[src/rtl/mul_div_unit.sv]
// Iterative RV32M multiply/divide unit: one shift-add or restoring-divide step per cycle,
// fixed 32-iteration latency for every operation, result registered on entry to DONE.
module mul_div_unit #(
   parameter int XLEN = 32
) (
   input  logic            clk,
   input  logic            RST,
   input  logic            MD_START,
   input  logic [2:0]      MD_FUNCT3,
   input  logic [XLEN-1:0] MD_RS1,
   input  logic [XLEN-1:0] MD_RS2,
   output logic            MD_BUSY,
   output logic            MD_DONE,
   output logic [XLEN-1:0] MD_RESULT
);

   typedef enum logic [1:0] {
      S_IDLE = 2'd0,
      S_CALC = 2'd1,
      S_DONE = 2'd2
   } state_t;

   state_t      state_q, state_d;
   logic [4:0]  cnt_q, cnt_d;
   logic [2:0]  op_q, op_d;
   logic        neg_a_q, neg_a_d;
   logic        neg_b_q, neg_b_d;
   logic        dz_q, dz_d;
   logic [31:0] a_q, a_d;
   logic [31:0] b_q, b_d;
   logic [63:0] acc_q, acc_d;
   logic        busy_q, busy_d;
   logic        done_q, done_d;
   logic [31:0] result_q, result_d;

   logic        sign_a, sign_b;
   logic [32:0] mul_sum;
   logic [32:0] div_shift;
   logic [32:0] div_diff;
   logic [63:0] prod;

   function automatic logic [31:0] cond_neg32(input logic [31:0] v, input logic neg);
      return neg ? (32'd0 - v) : v;
   endfunction

   function automatic logic [63:0] cond_neg64(input logic [63:0] v, input logic neg);
      return neg ? (64'd0 - v) : v;
   endfunction

   // State register
   always_ff @(posedge clk or posedge RST) begin
      if (RST) begin
         state_q <= S_IDLE;
      end else begin
         state_q <= state_d;
      end
   end

   // Next-state logic
   always_comb begin
      state_d = state_q;
      case (state_q)
         S_IDLE:  state_d = MD_START ? S_CALC : S_IDLE;
         S_CALC:  state_d = (cnt_q == 5'd31) ? S_DONE : S_CALC;
         S_DONE:  state_d = S_IDLE;
         default: state_d = S_IDLE;
      endcase
   end

   // Operand capture and one iteration step per CALC cycle
   always_comb begin
      sign_a    = (MD_FUNCT3 != 3'd3) && (MD_FUNCT3 != 3'd5) && (MD_FUNCT3 != 3'd7);
      sign_b    = (MD_FUNCT3 == 3'd0) || (MD_FUNCT3 == 3'd1) ||
                  (MD_FUNCT3 == 3'd4) || (MD_FUNCT3 == 3'd6);
      mul_sum   = {1'b0, acc_q[63:32]} + {1'b0, (b_q[0] ? a_q : 32'd0)};
      div_shift = {acc_q[31:0], b_q[31]};
      div_diff  = div_shift - {1'b0, a_q};
      cnt_d     = cnt_q;
      op_d      = op_q;
      neg_a_d   = neg_a_q;
      neg_b_d   = neg_b_q;
      dz_d      = dz_q;
      a_d       = a_q;
      b_d       = b_q;
      acc_d     = acc_q;
      if ((state_q == S_IDLE) && MD_START) begin
         op_d    = MD_FUNCT3;
         neg_a_d = sign_a & MD_RS1[31];
         neg_b_d = sign_b & MD_RS2[31];
         dz_d    = (MD_RS2 == 32'd0);
         cnt_d   = 5'd0;
         acc_d   = 64'd0;
         // Multiply keeps the multiplier in b; divide shifts the dividend out of b as quotient fills in.
         if (MD_FUNCT3[2]) begin
            a_d = cond_neg32(MD_RS2, sign_b & MD_RS2[31]);
            b_d = cond_neg32(MD_RS1, sign_a & MD_RS1[31]);
         end else begin
            a_d = cond_neg32(MD_RS1, sign_a & MD_RS1[31]);
            b_d = cond_neg32(MD_RS2, sign_b & MD_RS2[31]);
         end
      end else if (state_q == S_CALC) begin
         cnt_d = cnt_q + 5'd1;
         if (!op_q[2]) begin
            acc_d = {mul_sum, acc_q[31:1]};
            b_d   = {1'b0, b_q[31:1]};
         end else if (!div_diff[32]) begin
            acc_d = {31'd0, div_diff};
            b_d   = {b_q[30:0], 1'b1};
         end else begin
            acc_d = {31'd0, div_shift};
            b_d   = {b_q[30:0], 1'b0};
         end
      end else begin
         cnt_d = cnt_q;
      end
   end

   // Output logic: flags follow the next state, result formed from the final iteration
   always_comb begin
      busy_d   = (state_d == S_CALC);
      done_d   = (state_d == S_DONE);
      result_d = result_q;
      prod     = cond_neg64(acc_d, neg_a_q ^ neg_b_q);
      if ((state_q == S_CALC) && (state_d == S_DONE)) begin
         case (op_q)
            3'd0:          result_d = prod[31:0];
            3'd1, 3'd2, 3'd3: result_d = prod[63:32];
            3'd4, 3'd5:    result_d = dz_q ? 32'hFFFF_FFFF : cond_neg32(b_d, neg_a_q ^ neg_b_q);
            3'd6, 3'd7:    result_d = cond_neg32(acc_d[31:0], neg_a_q);
            default:       result_d = 32'd0;
         endcase
      end else begin
         result_d = result_q;
      end
   end

   // Datapath and output registers
   always_ff @(posedge clk or posedge RST) begin
      if (RST) begin
         cnt_q    <= 5'd0;
         op_q     <= 3'd0;
         neg_a_q  <= 1'b0;
         neg_b_q  <= 1'b0;
         dz_q     <= 1'b0;
         a_q      <= 32'd0;
         b_q      <= 32'd0;
         acc_q    <= 64'd0;
         busy_q   <= 1'b0;
         done_q   <= 1'b0;
         result_q <= 32'd0;
      end else begin
         cnt_q    <= cnt_d;
         op_q     <= op_d;
         neg_a_q  <= neg_a_d;
         neg_b_q  <= neg_b_d;
         dz_q     <= dz_d;
         a_q      <= a_d;
         b_q      <= b_d;
         acc_q    <= acc_d;
         busy_q   <= busy_d;
         done_q   <= done_d;
         result_q <= result_d;
      end
   end

   assign MD_BUSY   = busy_q;
   assign MD_DONE   = done_q;
   assign MD_RESULT = result_q;

endmodule

[config.mk]
export PLATFORM = sky130hd
export DESIGN_NAME = mul_div_unit
export DESIGN_NICKNAME = d
export VERILOG_FILES = /design/src/rtl/mul_div_unit.sv
export SDC_FILE = /design/constraint.sdc
export NUM_CORES = 1
export LEC_CHECK = 0
export CAP_MARGIN = 20
export CORE_MARGIN = 1.5
export CORE_UTILIZATION = 50
export DETAILED_ROUTE_END_ITERATION = 7
export HOLD_SLACK_MARGIN = 0.05
export PLACE_DENSITY_LB_ADDON = 0.15
export SETUP_SLACK_MARGIN = 0.3
export SLEW_MARGIN = 10
export SYNTH_ARGS = -nofsm -noshare
export SYNTH_HDL_FRONTEND = slang
export SYNTH_SLANG_ARGS = --single-unit
[constraint.sdc]
create_clock -name clk -period 6.5 [get_ports clk]
set_clock_uncertainty 0.05 [all_clocks]
set_input_delay 1.3 -clock clk [delete_from_list [all_inputs] [get_ports clk]]
set_output_delay 1.3 -clock clk [all_outputs]
set_load 0.02 [all_outputs]
## Word level (Yosys, flattened, before mapping)

Cells that the tools add are included.

| cells by class | value |
|---|---|
| $add $sub $neg | 8 |
| equality and inequality tests | 17 |
| muxes and demuxes | 23 |
| bitwise operators | 3 |
| reduce and logical (&&, ||, !) cells | 15 |

Operator list:

| cell | count |
|---|---|
| $mux 32 | 11 |
| $mux 64 | 4 |
| $pmux 32 s4 | 1 |
| $sub 1x32->32 const A | 4 |
| $sub 1x64->64 const A | 1 |
| $add 32x32->33 | 1 |
| $mux 33 | 1 |
| $sub 33x32->33 | 1 |
| $logic_not 32->1 | 1 |
| $eq 3x3->1 const B | 6 |
| $mux 5 | 2 |
| $eq 3x1->1 const B | 2 |
| $eq 3x2->1 const B | 2 |
| $logic_not 3->1 | 2 |
| $ne 3x3->1 const B | 2 |
| $add 5x1->5 const B | 1 |
| $eq 5x5->1 const B | 1 |
| $eq 2x1->1 const B | 2 |
| $logic_and 1x1->1 | 4 |
| $pmux 2 s2 | 1 |
| $reduce_or 2->1 | 2 |
| $logic_or 1x1->1 | 3 |
| $ne 3x2->1 const B | 1 |
| $reduce_or 3->1 | 1 |
| other kinds (7) | 9 |

| storage, ports and cells | value |
|---|---|
| flip-flop bits (word level) | 175 |
| input bits | 70 |
| word-level logic and storage cells | 78 |

## Logic depth before layout (Yosys ltp)

Gate-level depths: netlist of the first run.

| depth | value |
|---|---|
| word-level depth | 12 |
| gate-level depth with buffers | 29 |

## Least setup slack after synthesis of the first run

Ideal clock, no wire load.

| timing path | value |
|---|---|
| path kind | register -> register |
| start point | register a_q[0] |
| end point | register result_q[22], in the netlist MD_RESULT[22] |
| setup time | 0.120 ns |
| data arrival time | 5.994 ns |
| required time | 6.330 ns |
| slack | 0.336 ns |
| cell stages (with the launch flop) | 27 |
| path buffers | 3 |
| period minus slack after synthesis | 6.164 ns |
| cells stage by stage | dfrtp_1 > ha_1 > fa_1 > nand2b_1 > a21boi_1 > o21ai_1 > a211oi_1 > o21a_1 > o21ai_0 > nand2b_1 > ha_1 > buf_2 > buf_1 > nor2_1 > a21oi_1 > o21ai_1 > ha_1 > nand2b_1 > nor4b_4 > or4b_1 > or4_1 > buf_2 > or4b_4 > o41ai_2 > xnor2_1 > nor2_1 > o211a_1 |

| on the way | value |
|---|---|
| word-level cells in the longest chain between the ends | 9 |

Ends and longest elaborated chain:

| item | line | text |
|---|---|---|
| start: declaration | 29 | `logic [31:0] a_q, a_d;` |
| start signal: assignment | 145 | `a_q <= 32'd0;` |
| start signal: assignment | 157 | `a_q <= a_d;` |
| $sub 33x32->33 | 77 | `div_diff = div_shift - {1'b0, a_q};` |
| $mux 1 | 106 | `end else if (!div_diff[32]) begin` |
| $mux 32 | 103 | `if (!op_q[2]) begin` |
| $mux 32 | 101 | `end else if (state_q == S_CALC) begin` |
| $mux 32 | 86 | `if ((state_q == S_IDLE) && MD_START) begin` |
| $sub 1x32->32 | 43 | `return neg ? (32'd0 - v) : v;` |
| $mux 32 | 43 |  |
| $mux 32 | 128 | `3'd4, 3'd5: result_d = dz_q ? 32'hFFFF_FFFF : cond_neg32(b_d, neg_a_q ^ neg_b_q);` |
| $pmux 32 s4 (*) | 125 | `case (op_q)` |
| end signal: assignment | 162 | `result_q <= result_d;` |
| end: declaration | 34 | `logic [31:0] result_q, result_d;` |

Mark *: on every way between the ends. The rest lies on a longest branch, timed or not.
A chain may end at the register's enable or synchronous reset.

## Worst setup path after layout of the first run

| timing path | value |
|---|---|
| start point | register a_q[13] |
| end point | register result_q[6], in the netlist MD_RESULT[6] |

| on the way | value |
|---|---|
| word-level cells in the longest chain between the ends | 9 |

Ends and longest elaborated chain:

| item | line |
|---|---|
| $sub 33x32->33 (*) | 77 |
| $mux 1 | 106 |
| $mux 32 | 103 |
| $mux 32 | 101 |
| $mux 32 | 86 |
| $sub 1x32->32 | 43 |
| $mux 32 | 43 |
| $mux 32 | 128 |
| $pmux 32 s4 (*) | 125 |

Marked as above.

==> results of run 1 <==
[tightest hold or removal path, cell delays in order (launching register included)]
cell	delay (ns)
dfrtp_1	0.35
nand2_1	0.05
o31ai_1	0.06
[what timing repair did]
action	4_1_cts	5_1_grt
gates resized for setup	2	34
pin swaps	0	6
endpoints found under the setup margin	5	27
buffers inserted	0	1
[Yosys cell counts, drive strengths merged, types with 47 or more instances]
library cell / instances / area share
nor2: 180 / 0.037
nand3: 49 / 0.013
dfrtp: 175 / 0.24
clkbuf: 133 / 0.027
o211ai: 47 / 0.019
a21oi: 180 / 0.049
xor2: 65 / 0.031
o22ai: 47 / 0.016
xnor2: 107 / 0.052
nand2: 241 / 0.050
o21ai: 195 / 0.053
nor3: 86 / 0.025
inv: 94 / 0.019
or3: 47 / 0.016
ha: 71 / 0.049
[logic make-up (layout without fill, tap and decap cells)]
logic type / after synthesis / count (layout)
fa+ha+maj: 73 / 73
simple gates: 845 / 845
buf+inv: 265 / 405
mux: 71 / 71
compound gates: 819 / 819
xor+xnor: 172 / 172
other cells: 0 / 2
flops: 175 / 175
[layout make-up]
cell class	instances	area, µm²	share of cell area
Clock buffer	18	429	0.0201
Multi-Input combinational cell	1980	13100	0.612
Inverter	95	364	0.0170
Tap cell	461	577	0.0270
Timing Repair Buffer	278	2340	0.110
Antenna cell	2	5.00	0.000234
Clock inverter	14	204	0.00954
Sequential cell	175	4380	0.205
[flip-flops by register name, indices dropped and copies added (netlist names), 2 cells and up]
signal and cells:
MD_RESULT 32, a_q 32, acc_q 64, b_q 32, cnt_q 5, op_q 3, state_q 2
[through the flow]
step / hold slack, ns / cell area [µm²] / setup slack, ns
6_report: 0.437 / 21400 / 0.356
2_1_floorplan: 0.399 / 18300 / 0.336
5_1_grt: 0.456 / 21400 / 0.156
4_1_cts: 0.441 / 21300 / 0.348
3_3_place_gp: 0.418 / 20600 / 0.142
3_5_place_dp: 0.421 / 20600 / 0.0922
[routing by layer]
layer / vias to the layer above / GRT usage / wire [µm]
met5: - / 0 / 0
met4: 0 / 0.258 / 5700
met3: 282 / 0.112 / 10500
met2: 1462 / 0.653 / 35400
met1: 10148 / 0.579 / 32500
li1: 9269 / - / -
[worst min path at each step]
stage | end | depth (start not counted) | from | slack, ns
2_1_floorplan | cnt_q[3]$_DFFE_PP0P_ | 1 | cnt_q[3]$_DFFE_PP0P_ | 0.40
3_3_place_gp | MD_RESULT[4]$_DFFE_PP0P_ | 1 | MD_RESULT[4]$_DFFE_PP0P_ | 0.42
3_5_place_dp | MD_RESULT[4]$_DFFE_PP0P_ | 1 | MD_RESULT[4]$_DFFE_PP0P_ | 0.42
4_1_cts | MD_RESULT[4]$_DFFE_PP0P_ | 1 | MD_RESULT[4]$_DFFE_PP0P_ | 0.44
5_1_grt | MD_RESULT[4]$_DFFE_PP0P_ | 1 | MD_RESULT[4]$_DFFE_PP0P_ | 0.46
6_report | MD_RESULT[14]$_DFFE_PP0P_ | 2 | MD_RESULT[14]$_DFFE_PP0P_ | 0.44
[cells in the final DEF (no fill, tap or decap), types with 27 or more instances in the layout]
cell               n
buf_4            174
clkdlybuf4s50_1  102
nor3_1            84
o22ai_1           47
xor2_1            64
nand2_1          239
o31ai_1           29
a31oi_1           46
or3_1             47
nor2_1           176
a221oi_1          27
ha_1              66
inv_1             92
and2_1            40
a21oi_1          174
o21ai_0          176
nand3_1           49
xnor2_1          105
o211ai_1          47
dfrtp_1          174
nand4_1           43
mux2i_1           45
==> flow_summary.ini, run 1 <==
[setup_path]
max_stage_delay_ns = 0.59
cp_top_family = simple AND/OR/NAND/NOR gates
r2r_end = MD_RESULT[6]$_DFFE_PP0P_
cp_data_arrival_time_ns = 6.48
cpMostUsedCell = buf_4
worstRegToRegCells = 23
worstSetupStartpoint = a_q[13]$_DFFE_PP0P_
cp_slowest_cell = or4_4
worstSetupEndpoint = MD_RESULT[6]$_DFFE_PP0P_
cp.required_ns = 6.84
critPathMaxFanout = 18
rrSetupSlack_ns = 0.36
timing.rr.start = a_q[13]$_DFFE_PP0P_
cp-start-kind = flop
path_cells = inv_1 > ha_2 > a21oi_2 > o21ai_4 > o211ai_1 > a211oi_2 > o21a_1 > o21ai_0 > nand2b_1 > ha_4 > and4b_1 > buf_4 > a32oi_1 > and3_1 > or3b_1 > or4_4 > nor4b_4 > buf_4 > buf_4 > a31oi_1 > xor2_1 > o221ai_1 > o21ai_0
path_class = flop to flop
path_buf_inv = 4
cp-end-kind = flop
cp.depth = 23

[sta]
hold_viol = 0
rsz0062_at_grt = no
worstMarginPinSlew_ns = 0.980
max_freq_mhz = 163
drv_slew = 0
relSlewSlack = 0.344
fin_tns_setup_ns = 0
setup_viol_count_final = 0
fin_crit_ns = 6.14
post-route-period-util = 0.945

[cts]
clock_sinks = 175
clk_pin_slew_worst_paths_ns = 0.08
cts_inserted_buffers = 17
hold_buffers = 0
cts_buffer_depth = 2
clkLatencyLatePin_ns = 0.47
cts.htree.levels = 4
cts_tree = done
cts_root_buf = clkbuf_16

[place]
io_buffers = 103
globalplace.congestion = 1.09
post-place-cells = 2988
dp_hpwl_um = 66000

[run]
drv_cap = 0

[synthesis]
synth_top_family_by_area = compound AO/OA/AOI/OAI gates
synth_xor_area_frac = 0.0827
synth_top_flop_cell = dfrtp_1
synth_compound_area_frac = 0.296
synth_cell_types = 100
yosysWarnings = 0
synth_adder_area_share = 0.0507
synth_mux_area_frac = 0.0406
synth-seq-cells = 175
synth_cells = 2420
yosysSeqAreaShare = 0.239
ys_async_sr_fraction = 1.00
synth_edf_count = 0
syn-num-nets = 2563
synth_area_mm2 = 0.0183
syn_avg_cell_area_um2 = 7.57
yosys.area_share.simple = 0.234

[cells_and_area]
syn_to_final_growth_pct = 16.8
final_util = 0.597
nets = 2690
stdcell_count = 3023
n_fill_cell = 3303
drive_gt1_frac = 0.123

[global_routing]
track_usage = 0.440
grt_pass1_vias = 19741
grt_first_pass_wirelength_um = 125000
grt_antenna_before_repair = 2
grt_max_degree = 93
grt_overflow = 0

[floorplanning]
die_w_um = 194
die_h_um = 194
die_area_mm2 = 0.0378
initial_core_util = 0.511
coreArea_mm2 = 0.0358
placement_rows = 69
num_io_pins = 104

[detailed_routing]
num_vias = 21161
dr.pass1.iters = 7
vias_per_cell = 7.00
wl_per_cell_um = 27.8
detail-route-antenna-nets = 0
drt_iter0_markers = 3001
drc_errors = 0
routed_wl_um = 84100

[status]
status = complete, no violations

[hold_path]
hp-class = flop to flop
Power of run 1 is not shown: default switching activity piles up to over one toggle a cycle in this logic, so the estimate is an artifact.
==> inputs of run 2 (changes only) <==
--- a/config.mk
+++ b/config.mk
@@ -9,6 +9,7 @@
 export CORE_MARGIN = 1.5
 export CORE_UTILIZATION = 50
 export DETAILED_ROUTE_END_ITERATION = 7
+export GPL_TIMING_DRIVEN = 0
 export HOLD_SLACK_MARGIN = 0.05
 export PLACE_DENSITY_LB_ADDON = 0.15
 export SETUP_SLACK_MARGIN = 0.3
==> flow_summary.ini, run 2 (same netlist as run 1, synthesis figures left out) <==
[cells_and_area]
nets = 2762
regMostFlops = acc_q
n_fill_cell = 3207
largest_register_ffs = 64
drive_gt1_frac = 0.154
final_common_cell = nand2_1
syn_to_final_growth_pct = 22.5
stdcell_count = 3094
final_cell_mix = 231 x nand2_1, 171 x o21ai_0, 168 x nor2_1

[global_routing]
grt_antenna_before_repair = 3
grt_first_pass_wirelength_um = 129000
grt_overflow = 0
grt_pass1_vias = 20071
grt_max_degree = 108
track_usage = 0.458

[floorplanning]
placement_rows = 69
num_io_pins = 104
initial_core_util = 0.511
die_h_um = 194
die_area_mm2 = 0.0378
coreArea_mm2 = 0.0358
die_w_um = 194

[detailed_routing]
detail-route-antenna-nets = 0
drt_iter0_markers = 3314
routed_wl_um = 89300
wl_per_cell_um = 28.9
dr.pass1.iters = 7
vias_per_cell = 7.10
drc_errors = 0
num_vias = 21979

[setup_path]
cp_data_arrival_time_ns = 6.71
max_stage_delay_ns = 0.58
path_buf_inv = 7
cp.depth = 28
cp-end-kind = flop
cpMostUsedCell = buf_6
cp.required_ns = 6.80
cp-start-kind = flop
path_class = flop to flop
cp_top_family = simple AND/OR/NAND/NOR gates
cp_slowest_cell = or4b_4
critPathMaxFanout = 10
worstRegToRegCells = 28

[run]
drv_cap = 0

[place]
dp_hpwl_um = 68700
place_ws_ns = -2.07
globalplace.congestion = 1.12
post-place-cells = 2984
io_buffers = 97

[hold_path]
holdPathStages = 1
hp-class = flop to flop

[cts]
cts_inserted_buffers = 17
cts_tree = done
clk_pin_slew_worst_paths_ns = 0.08
cts_buffer_depth = 2
cts_root_buf = clkbuf_16
cts.htree.levels = 4
hold_buffers = 0
clkLatencyLatePin_ns = 0.47
clock_sinks = 175

[sta]
setup_ws_ns = 0.0936
worstMarginPinSlew_ns = 1.29
fin_crit_ns = 6.41
max_freq_mhz = 156
rsz0062_at_grt = yes
post-route-period-util = 0.986
hold_viol = 0
relSlewSlack = 0.138
setup_viol_count_final = 0
drv_slew = 0
hold_ws_ns = 0.438

[status]
status = complete, no violations
-- run 2: changes by cell type in the layout (fill, tap and decap cells not counted), sizes merged, moves of 2 or more --
cell,before,now
clkbuf,18,145
clkdlybuf4s50,102,96
bufinv,4,0
buf,176,126
clkinv,2,9
clkinvlp,4,2
-- run 2: final cells by class --
type	count	area, µm²	area share
Buffer	170	858	0.0383
Timing Repair Buffer	180	1630	0.0727
Clock inverter	14	149	0.00664
Antenna cell	1	2.50	0.000112
Inverter	95	374	0.0167
Tap cell	461	577	0.0257
Sequential cell	175	4390	0.196
Multi-Input combinational cell	1980	14000	0.625
Clock buffer	18	429	0.0191
-- run 2: what timing repair did --
item | in CTS | in global routing
setup endpoints to repair | 32 | 32
setup buffers | 41 | 35
pin swaps | 51 | 55
gates resized for setup | 177 | 146
-- run 2: layer usage --
layer	up-vias	wire length, µm	track usage	part of all wire
li1	9443	-	-	-
met1	10479	33300	0.586	0.37
met2	1703	37600	0.672	0.42
met3	350	12300	0.142	0.14
met4	4	6110	0.285	0.068
met5	-	27	0	0.00030
-- run 2: path summary, 6_finish.rpt --
| check | start | endpoint | slack, ns |
|---|---|---|---|
| max | acc_q[10]$_DFF_PP0_ | MD_RESULT[22]$_DFFE_PP0P_ | 0.09 |
| min | MD_RESULT[4]$_DFFE_PP0P_ | MD_RESULT[4]$_DFFE_PP0P_ | 0.44 |
| max reg2reg | acc_q[10]$_DFF_PP0_ | MD_RESULT[22]$_DFFE_PP0P_ | 0.09 |
| min reg2reg | MD_RESULT[4]$_DFFE_PP0P_ | MD_RESULT[4]$_DFFE_PP0P_ | 0.44 |
| max in group asynchronous | RST | b_q[6]$_DFF_PP0_ | 4.14 |
| min in group asynchronous | RST | acc_q[17]$_DFF_PP0_ | 1.23 |
-- run 2: metrics by stage --
step / util / cell area (µm²) / TNS (ns)
2_1_floorplan: - / 18300 / 0
3_3_place_gp: 0.554 / 19900 / -424.74
3_5_place_dp: 0.557 / 20000 / -54.64
4_1_cts: 0.602 / 21600 / 0
5_1_grt: 0.626 / 22400 / 0
6_report: 0.626 / 22400 / 0
Power of run 2 is left out for the same reason.
